[config.mk]
export PLATFORM = sky130hd
export DESIGN_NAME = note_recorder
export DESIGN_NICKNAME = d
export VERILOG_FILES = /design/src/rtl/note_recorder.sv
export SDC_FILE = /design/constraint.sdc
export NUM_CORES = 1
export LEC_CHECK = 0
export ABC_AREA = 1
export BUFFER_PORTS_ARGS = -buffer_cell sky130_fd_sc_hd__buf_2
export CAP_MARGIN = 20
export CELL_PAD_IN_SITES_DETAIL_PLACEMENT = 1
export CELL_PAD_IN_SITES_GLOBAL_PLACEMENT = 2
export CORE_ASPECT_RATIO = 1.5
export CORE_MARGIN = 2
export CORE_UTILIZATION = 43
export DETAILED_ROUTE_END_ITERATION = 7
export PLACE_DENSITY = 0.88
export SYNTH_ARGS = -nofsm -noshare
export SYNTH_HDL_FRONTEND = slang
export SYNTH_SLANG_ARGS = --single-unit
[constraint.sdc]
create_clock -name clk -period 6.08 [get_ports clk]
set_input_delay 1.216 -clock clk [delete_from_list [all_inputs] [get_ports clk]]
set_output_delay 1.216 -clock clk [all_outputs]
set_load 0.02 [all_outputs]
[src/rtl/note_recorder.sv]
`default_nettype none
// ---------------------------------------------------------------------------
// note_recorder : run-length {note, duration} recorder with playback to note_out
// Revision 1.0
// ---------------------------------------------------------------------------
module note_recorder #(
  parameter int DEPTH    = 64,
  parameter int NOTE_W   = 4,
  parameter int DUR_W    = 8,
  parameter int TICK_DIV = 1_000_000
) (
  input  logic                       clk,
  input  logic                       rst_n,
  input  logic                       rec_pulse,
  input  logic                       play_pulse,
  input  logic [NOTE_W-1:0]          note_in,
  output logic [NOTE_W-1:0]          note_out,
  output logic                       recording,
  output logic                       playing,
  output logic                       full,
  output logic [$clog2(DEPTH+1)-1:0] event_count
);

  localparam int c_CNT_W  = $clog2(DEPTH + 1);
  localparam int c_AW     = $clog2(DEPTH);
  localparam int c_EW     = NOTE_W + DUR_W;
  localparam int c_TICK_W = (TICK_DIV > 1) ? $clog2(TICK_DIV) : 1;

  localparam logic [1:0] c_IDLE = 2'd0;
  localparam logic [1:0] c_REC  = 2'd1;
  localparam logic [1:0] c_PLAY = 2'd2;

  logic [1:0]          r_state;
  logic [1:0]          w_state_nxt;
  logic [c_TICK_W-1:0] r_tick_cnt;
  logic [NOTE_W-1:0]   r_cur_note;
  logic [DUR_W-1:0]    r_dur;
  logic [DUR_W-1:0]    r_dcnt;
  logic [c_AW-1:0]     r_rd_ptr;
  logic [c_CNT_W-1:0]  r_event_count;
  logic [c_EW-1:0]     r_mem [DEPTH];

  logic                w_tick;
  logic                w_enter;
  logic [DUR_W-1:0]    w_d1;
  logic                w_seg_end;
  logic                w_dur_done;
  logic                w_last;
  logic                w_wr_req;
  logic                w_wr_en;
  logic [c_EW-1:0]     w_wr_data;
  logic [c_AW-1:0]     w_rd_ptr_nxt;
  logic [NOTE_W-1:0]   w_note_nxt;

  assign w_tick      = (r_tick_cnt == c_TICK_W'(TICK_DIV - 1));
  assign w_enter     = (w_state_nxt != r_state) && (w_state_nxt != c_IDLE);
  assign w_d1        = r_dur + DUR_W'(1);
  assign w_seg_end   = (note_in != r_cur_note) || (w_d1 == {DUR_W{1'b1}});
  assign w_dur_done  = ((r_dcnt + DUR_W'(1)) == r_mem[r_rd_ptr][DUR_W-1:0]);
  assign w_last      = (c_CNT_W'(r_rd_ptr) == (r_event_count - c_CNT_W'(1)));
  assign full        = (r_event_count == c_CNT_W'(DEPTH));
  assign event_count = r_event_count;

  // State register
  always_ff @(posedge clk or negedge rst_n) begin
    if (!rst_n) r_state <= c_IDLE;
    else        r_state <= w_state_nxt;
  end

  // Next-state logic; a write that finds the buffer full ends recording
  always_comb begin
    w_state_nxt = r_state;
    case (r_state)
      c_IDLE: begin
        if (rec_pulse)                                       w_state_nxt = c_REC;
        else if (play_pulse && (r_event_count != '0))        w_state_nxt = c_PLAY;
      end
      c_REC: begin
        if (rec_pulse)                                       w_state_nxt = c_IDLE;
        else if (w_tick && w_seg_end && full)                w_state_nxt = c_IDLE;
      end
      c_PLAY: begin
        if (play_pulse)                                      w_state_nxt = c_IDLE;
        else if (w_tick && w_dur_done && w_last)             w_state_nxt = c_IDLE;
      end
      default:                                               w_state_nxt = c_IDLE;
    endcase
  end

  // Output / datapath decode
  always_comb begin
    w_wr_req     = 1'b0;
    w_wr_data    = {r_cur_note, w_d1};
    w_rd_ptr_nxt = r_rd_ptr;
    if (r_state == c_REC) begin
      if (rec_pulse) begin
        w_wr_req  = (r_dur != '0);
        w_wr_data = {r_cur_note, r_dur};
      end else if (w_tick && w_seg_end) begin
        w_wr_req  = 1'b1;
      end
    end
    if ((r_state == c_IDLE) && (w_state_nxt == c_PLAY))
      w_rd_ptr_nxt = '0;
    else if ((r_state == c_PLAY) && w_tick && w_dur_done)
      w_rd_ptr_nxt = r_rd_ptr + c_AW'(1);
    w_wr_en    = w_wr_req && !full;
    // Drive the upcoming entry's note so note_out tracks rd_ptr without lag
    w_note_nxt = (w_state_nxt == c_PLAY) ? r_mem[w_rd_ptr_nxt][c_EW-1:DUR_W] : note_in;
  end

  always_ff @(posedge clk or negedge rst_n) begin
    if (!rst_n) begin
      note_out      <= '0;
      recording     <= 1'b0;
      playing       <= 1'b0;
      r_event_count <= '0;
      r_tick_cnt    <= '0;
      r_cur_note    <= '0;
      r_dur         <= '0;
      r_dcnt        <= '0;
      r_rd_ptr      <= '0;
    end else begin
      note_out  <= w_note_nxt;
      recording <= (w_state_nxt == c_REC);
      playing   <= (w_state_nxt == c_PLAY);
      r_rd_ptr  <= w_rd_ptr_nxt;

      if (w_enter || w_tick) r_tick_cnt <= '0;
      else                   r_tick_cnt <= r_tick_cnt + c_TICK_W'(1);

      case (r_state)
        c_IDLE: begin
          if (rec_pulse) begin
            r_event_count <= '0;
            r_cur_note    <= note_in;
            r_dur         <= '0;
          end else if (play_pulse) begin
            r_dcnt <= '0;
          end
        end
        c_REC: begin
          if (!rec_pulse && w_tick) begin
            if (w_seg_end) begin
              r_cur_note <= note_in;
              r_dur      <= '0;
            end else begin
              r_dur <= w_d1;
            end
          end
          if (w_wr_en) r_event_count <= r_event_count + c_CNT_W'(1);
        end
        c_PLAY: begin
          if (w_tick) r_dcnt <= w_dur_done ? '0 : (r_dcnt + DUR_W'(1));
        end
        default: ;
      endcase
    end
  end

  always_ff @(posedge clk) begin
    if (w_wr_en) r_mem[r_event_count[c_AW-1:0]] <= w_wr_data;
  end

endmodule
`default_nettype wire

After elaboration in Yosys (flattened, before gate mapping)

Memories as Yosys holds them, arrays and structs flattened.
Cells that the tools add are included.

Flip-flop bits (word level): 61
Bits in writable memories: 768
Word-level logic and storage cells: 94
Memories: 1

Equal/unequal tests: 18
$add $sub $neg: 6
Reductions and logical operators: 25
Mux-type cells: 34

Memory list:

| memory | depth | bits a word | rd ports | clocked after Yosys merged registers in | wr ports | line | source |
|---|---|---|---|---|---|---|---|
| r_mem  | 64    | 12          | 2        | 0                                       | 1        | 41   | `logic [c_EW-1:0] r_mem [DEPTH];` |

Operator list:

| operator                                         | number |
|---|---|
| two-way mux 8 bit                                | 9 |
| one-hot mux 8 bit (2 select lines)               | 2 |
| adder 20 x 1 -> 20 bit, second input constant    | 1 |
| == test 20 bit, second input constant            | 1 |
| two-way mux 20 bit                               | 1 |
| adder 8 x 1 -> 8 bit, second input constant      | 2 |
| two-way mux 4 bit                                | 4 |
| two-way mux 7 bit                                | 2 |
| one-hot mux 7 bit (2 select lines)               | 1 |
| two-way mux 2 bit                                | 6 |
| two-way mux 6 bit                                | 2 |
| != test 2 bit, second input constant             | 6 |
| logical AND 1 bit                                | 11 |
| == test 8 bit                                    | 1 |
| == test 8 bit, second input constant             | 1 |
| one-hot mux 4 bit (2 select lines)               | 1 |
| AND reduction 4 bit                              | 2 |
| nonzero test 8 bit                               | 1 |
| adder 7 x 1 -> 7 bit, second input constant      | 1 |
| == test 6 x 7 -> 1 bit                           | 1 |
| == test 7 bit, second input constant             | 1 |
| nonzero test 7 bit                               | 1 |
| subtractor 7 x 1 -> 7 bit, second input constant | 1 |
| adder 6 x 1 -> 6 bit, second input constant      | 1 |
| 12 further kinds                                 | 23 |

Longest topological paths before layout

An unclocked memory read counts as a cell.

Depth after elaboration: 13
Mapped depth: 33

Worst setup path after synthesis

Ideal clock, no wire load.

Path kind: input to register
Start: in rec_pulse
End: mem r_mem[0][3] in the netlist's numbering (data pin)
Required time: 5,378 ps
Stages on the path: 4
Arrival: 4,116 ps
Library setup time: 702 ps
Setup slack: 1,263 ps
Path through: inv_1 -> nor2_1 -> clkbuf_1 -> o21ai_0

Longest elaborated chain between the ends: 2

Ends and longest elaborated chain:

| item                   | line | source |
|---|---|---|
| start, declared        | 14   | `input logic rec_pulse,` |
| two-way mux 8 bit      | 96   | `if (rec_pulse) begin` |
| two-way mux 8 bit      | 95   | `if (r_state == c_REC) begin` |
| named net w_wr_data[3] | 51   | `logic [c_EW-1:0] w_wr_data;` |
| end, declared          | 41   |  |

The timed path passes the listed nets, and every way through them passes these cells.

Worst setup path after layout

Start: reg r_rd_ptr[1]
End: reg note_out[1]

Longest elaborated chain between the ends: 12

Ends and longest elaborated chain:

| item                               | line     | source |
|---|---|---|
| start, declared                    | 39       | `logic [c_AW-1:0] r_rd_ptr;` |
| start signal, assigned             | 127      | `r_rd_ptr <= w_rd_ptr_nxt;` |
| memory (64 x 12 bit)               | n/a      |  |
| == test 8 bit                      | 59       | `assign w_dur_done = ((r_dcnt + DUR_W'(1)) == r_mem[r_rd_ptr][DUR_W-1:0]);` |
| logical AND 1 bit (2 in series)    | 84       | `else if (w_tick && w_dur_done && w_last) w_state_nxt = c_IDLE;` |
| two-way mux 2 bit                  | 84       |  |
| two-way mux 2 bit                  | 83       | `if (play_pulse) w_state_nxt = c_IDLE;` |
| one-hot mux 2 bit (3 select lines) | 73       | `case (r_state)` |
| == test 2 bit                      | 103, 109 |  |
| logical AND 1 bit                  | 103      | `if ((r_state == c_IDLE) && (w_state_nxt == c_PLAY))` |
| two-way mux 6 bit                  | 103      |  |
| memory (64 x 12 bit)               | n/a      |  |
| two-way mux 4 bit (*)              | 109      | `w_note_nxt = (w_state_nxt == c_PLAY) ? r_mem[w_rd_ptr_nxt][c_EW-1:DUR_W] : note_in;` |
| named net w_note_nxt[1]            | 53       | `logic [NOTE_W-1:0] w_note_nxt;` |
| end signal, assigned               | 124      | `note_out <= w_note_nxt;` |
| end, declared                      | 17       | `output logic [NOTE_W-1:0] note_out,` |

The timed path passes the listed nets; every way through them passes the cells marked *.
A chain may end at the register's enable or synchronous reset.

==> results.json <==
{
  "crit_required_ns": 6.59,
  "status": "complete, no violations",
  "rows": 129,
  "dp_hpwl_microns": 71600,
  "clock.fmax_ghz": 0.187,
  "crit_fanout": 45,
  "synth_edf_count": 768,
  "antenna_found_initial": 1,
  "cts_buffers": 77,
  "rsz0062_at_grt": "false",
  "wirelength_microns": 114000,
  "clk_path_buf_depth": 3,
  "cts_tree": "built",
  "period_share": 0.880,
  "ys_async_sr_fraction": 0.0736,
  "relSlewSlack": 0.241,
  "r2r_slack_ns": 0.73,
  "portBuffers": 21,
  "postCtsSetupBuffers": 0,
  "synth_area_sq_um": 36000,
  "reg2regPathDepth": 26,
  "timing.rr.start": "r_rd_ptr[1]",
  "ys_types": 44,
  "grt_max_degree": 138,
  "setup-tns-final_ns": 0,
  "synthAdderAreaFrac": 0.00313,
  "hold_slack_ns": 0.507,
  "via_per_inst": 5.58,
  "htreeDepth": 3,
  "yosys_warnings": 0,
  "track_usage": 0.268,
  "cts_hold_buf": 0,
  "path_clk_slew_ns": 0.06,
  "firstDrtPassIters": 5,
  "start_kind": "flip-flop",
  "setup-violations-final": 0,
  "cts_sinks": 829,
  "ant_nets": 0,
  "vias": 25700,
  "syn-instance-count": 3385,
  "maxSlewViolCount": 0,
  "hold_viol": 0,
  "power_mw": 13.2,
  "die_y_microns": 358,
  "gp_congestion": 0.893,
  "ys_seq_area_frac": 0.683,
  "grt_pass1_vias": 27000,
  "tightestPinTransition_ns": 1.13,
  "dieArea_sq_um": 86100,
  "dp_cells": 4469,
  "finClkSkew_ns": 0.0176,
  "synth_xor_area_frac": 0.00727,
  "yosys_register_bits": 829,
  "clk_latency_ns": 0.64,
  "avgSynthCellArea_sq_um": 10.6,
  "synth-simple-area-share": 0.213,
  "start_util": 0.435,
  "syn_to_final_growth_pct": 12.1,
  "clockRootBuffer": "clkbuf_16",
  "nets": 3453,
  "synth-compound-area-share": 0.0308,
  "fin_crit_ns": 5.35,
  "whs_path_depth": 1,
  "first_iter_violations": 1970,
  "pin_count": 22,
  "r2r_end": "note_out[1]",
  "drive_gt1_frac": 0.0861,
  "power_density_nw_per_um2": 328,
  "end_kind": "flip-flop",
  "grt_pass1_wl_microns": 170000,
  "syn-num-nets": 3402,
  "ctsResizeCount": 0,
  "hold_start": "r_tick_cnt[0]",
  "worstHoldEndpoint": "r_tick_cnt[0]",
  "drc": 0,
  "antennaDiodeCount": 0,
  "ys.flop_type": "edfxtp_1",
  "wl_per_cell_microns": 24.8,
  "fill_cells": 9053,
  "die_w_microns": 240,
  "overflow": 0,
  "ir_worst_vdd_mv": 0.318,
  "synthMuxAreaShare": 0,
  "cap_viol_max_count": 0,
  "core_region_area_sq_um": 82600,
  "path_class": "flip-flop to flip-flop",
  "synth_top_family_by_area": "simple AND/OR/NAND/NOR gates",
  "p_leak_nw": 15.7,
  "hp-class": "flip-flop to flip-flop",
  "instances_no_fill": 4609,
  "worst-endpoint-arrival_ns": 5.86
}
-- cell families after synthesis --
| kind of cell | after synthesis |
|---|---|
| AO/OA/AOI/OAI | 207 |
| buffers and inverters | 532 |
| AND/OR/NAND/NOR | 1779 |
| XOR/XNOR | 29 |
| flip-flops | 829 |
| adder cells (fa/ha/maj) | 9 |
-- placed cells by master, fill, tap and decap left out, types with 7 or more instances in the layout --
| cell type | netlist | layout |
|---|---|---|
| a21oi_1 | 48 | 47 |
| buf_12 | 0 | 9 |
| buf_2 | 80 | 21 |
| buf_4 | 7 | 119 |
| bufinv_16 | 0 | 7 |
| clkbuf_1 | 71 | 20 |
| clkbuf_16 | 0 | 79 |
| clkbuf_8 | 0 | 12 |
| clkinv_1 | 4 | 14 |
| clkinv_2 | 0 | 11 |
| dfrtp_1 | 61 | 55 |
| edfxtp_1 | 768 | 768 |
| ha_1 | 9 | 9 |
| inv_1 | 340 | 338 |
| inv_2 | 8 | 8 |
| nand2_1 | 792 | 792 |
| nand3_1 | 480 | 478 |
| nand4_1 | 98 | 98 |
| nor2_1 | 356 | 355 |
| nor3_1 | 18 | 18 |
| o211ai_1 | 14 | 14 |
| o21ai_0 | 127 | 120 |
| o21ai_4 | 0 | 7 |
| o31ai_1 | 7 | 7 |
| xor2_1 | 23 | 23 |
-- sequential cells by signal (all words and copies together) (netlist names) --
name         cells
r_mem          768
r_tick_cnt      20
r_dcnt           8
r_dur            8
event_count      7
r_rd_ptr         6
note_out         4
r_cur_note       4
r_state          2
playing          1
recording        1
-- worst max-delay path, cell delays in order (launching register included) --
cell	delay [ns]
dfrtp_4	0.66
inv_4	0.59
buf_12	0.29
buf_4	0.21
o21ai_0	0.09
o211ai_1	0.19
nand3_1	0.13
nand2_1	0.09
nand3_1	0.19
nand2_1	0.15
nand2_1	0.05
nand2_1	0.05
nand2_1	0.10
nor2_4	0.22
nand3_2	0.14
nand2_2	0.18
nand3_4	0.09
inv_2	0.41
nand2_1	0.11
nand3_1	0.11
nand3_1	0.48
nand3_1	0.26
nand3_1	0.10
nand3_1	0.07
nand2_1	0.05
nand2_1	0.06
nand2_1	0.07
-- cell type report --
| cell class | instances | area, sq um | share of cell area |
|---|---|---|---|
| clock inverter | 28 | 308 | 0.00763 |
| sequential | 829 | 24600 | 0.610 |
| timing repair buffer | 151 | 1200 | 0.0298 |
| multi-input combinational | 2024 | 9290 | 0.230 |
| inverter | 353 | 1330 | 0.0330 |
| clock buffer | 111 | 2220 | 0.0550 |
| tap | 1113 | 1390 | 0.0345 |
-- how the worst max path moves through the flow --
stage,startpoint,end
4_1_cts,r_rd_ptr[0],note_out[3]
6_report,r_rd_ptr[1],note_out[1]
3_3_place_gp,r_rd_ptr[0],note_out[2]
3_5_place_dp,r_rd_ptr[0],note_out[3]
2_1_floorplan,rec_pulse,r_mem[0][3]
5_1_grt,r_rd_ptr[0],note_out[0]
-- report_power, final --
part           total, mW  internal, mW  leakage [nW]  switching [mW]
clock               4.96          2.83          1.24            2.13
combinational       1.64         0.337          6.59            1.30
sequential          6.63          6.56          7.85          0.0718
total               13.2          9.72          15.7            3.50
-- metal layers --
| metal | up-vias | global-route usage | part of all wire |
|---|---|---|---|
| met4 | 0 | 0.191 | 0.075 |
| met1 | 13100 | 0.304 | 0.37 |
| li1 | 11600 | - | - |
| met3 | 291 | 0.0355 | 0.051 |
| met2 | 801 | 0.468 | 0.51 |
| met5 | - | 0 | 0 |
-- synth_stat cells (5+ instances only) --
cell type,instances,area share
buf_4,7,0.0015
buf_2,80,0.011
nor3_1,18,0.0025
ha_1,9,0.0031
o21ai_0,127,0.018
dfrtp_1,61,0.042
or2_1,5,0.00087
nand4_1,98,0.017
nor3b_1,6,0.0013
o31ai_1,7,0.0015
nand2_1,792,0.083
inv_1,340,0.035
nand3_1,480,0.067
nor4_1,7,0.0012
buf_6,12,0.0038
xor2_1,23,0.0056
o211ai_1,14,0.0029
o22ai_1,5,0.00087
a21oi_1,48,0.0067
nor2_1,356,0.037
buf_1,8,0.00083
inv_2,8,0.00083
edfxtp_1,768,0.64
clkbuf_1,71,0.0074
xnor2_1,5,0.0012
-- through the flow --
stage,utilization,setup slack (ns),instance area [sq um]
finish,0.488,0.731,40300
global route,0.488,0.439,40300
CTS,0.488,0.842,40300
detailed placement,0.457,0.855,37800
global placement,0.457,0.905,37800
floorplan,-,1.26,36000
Power figures use the tool's default switching activity.
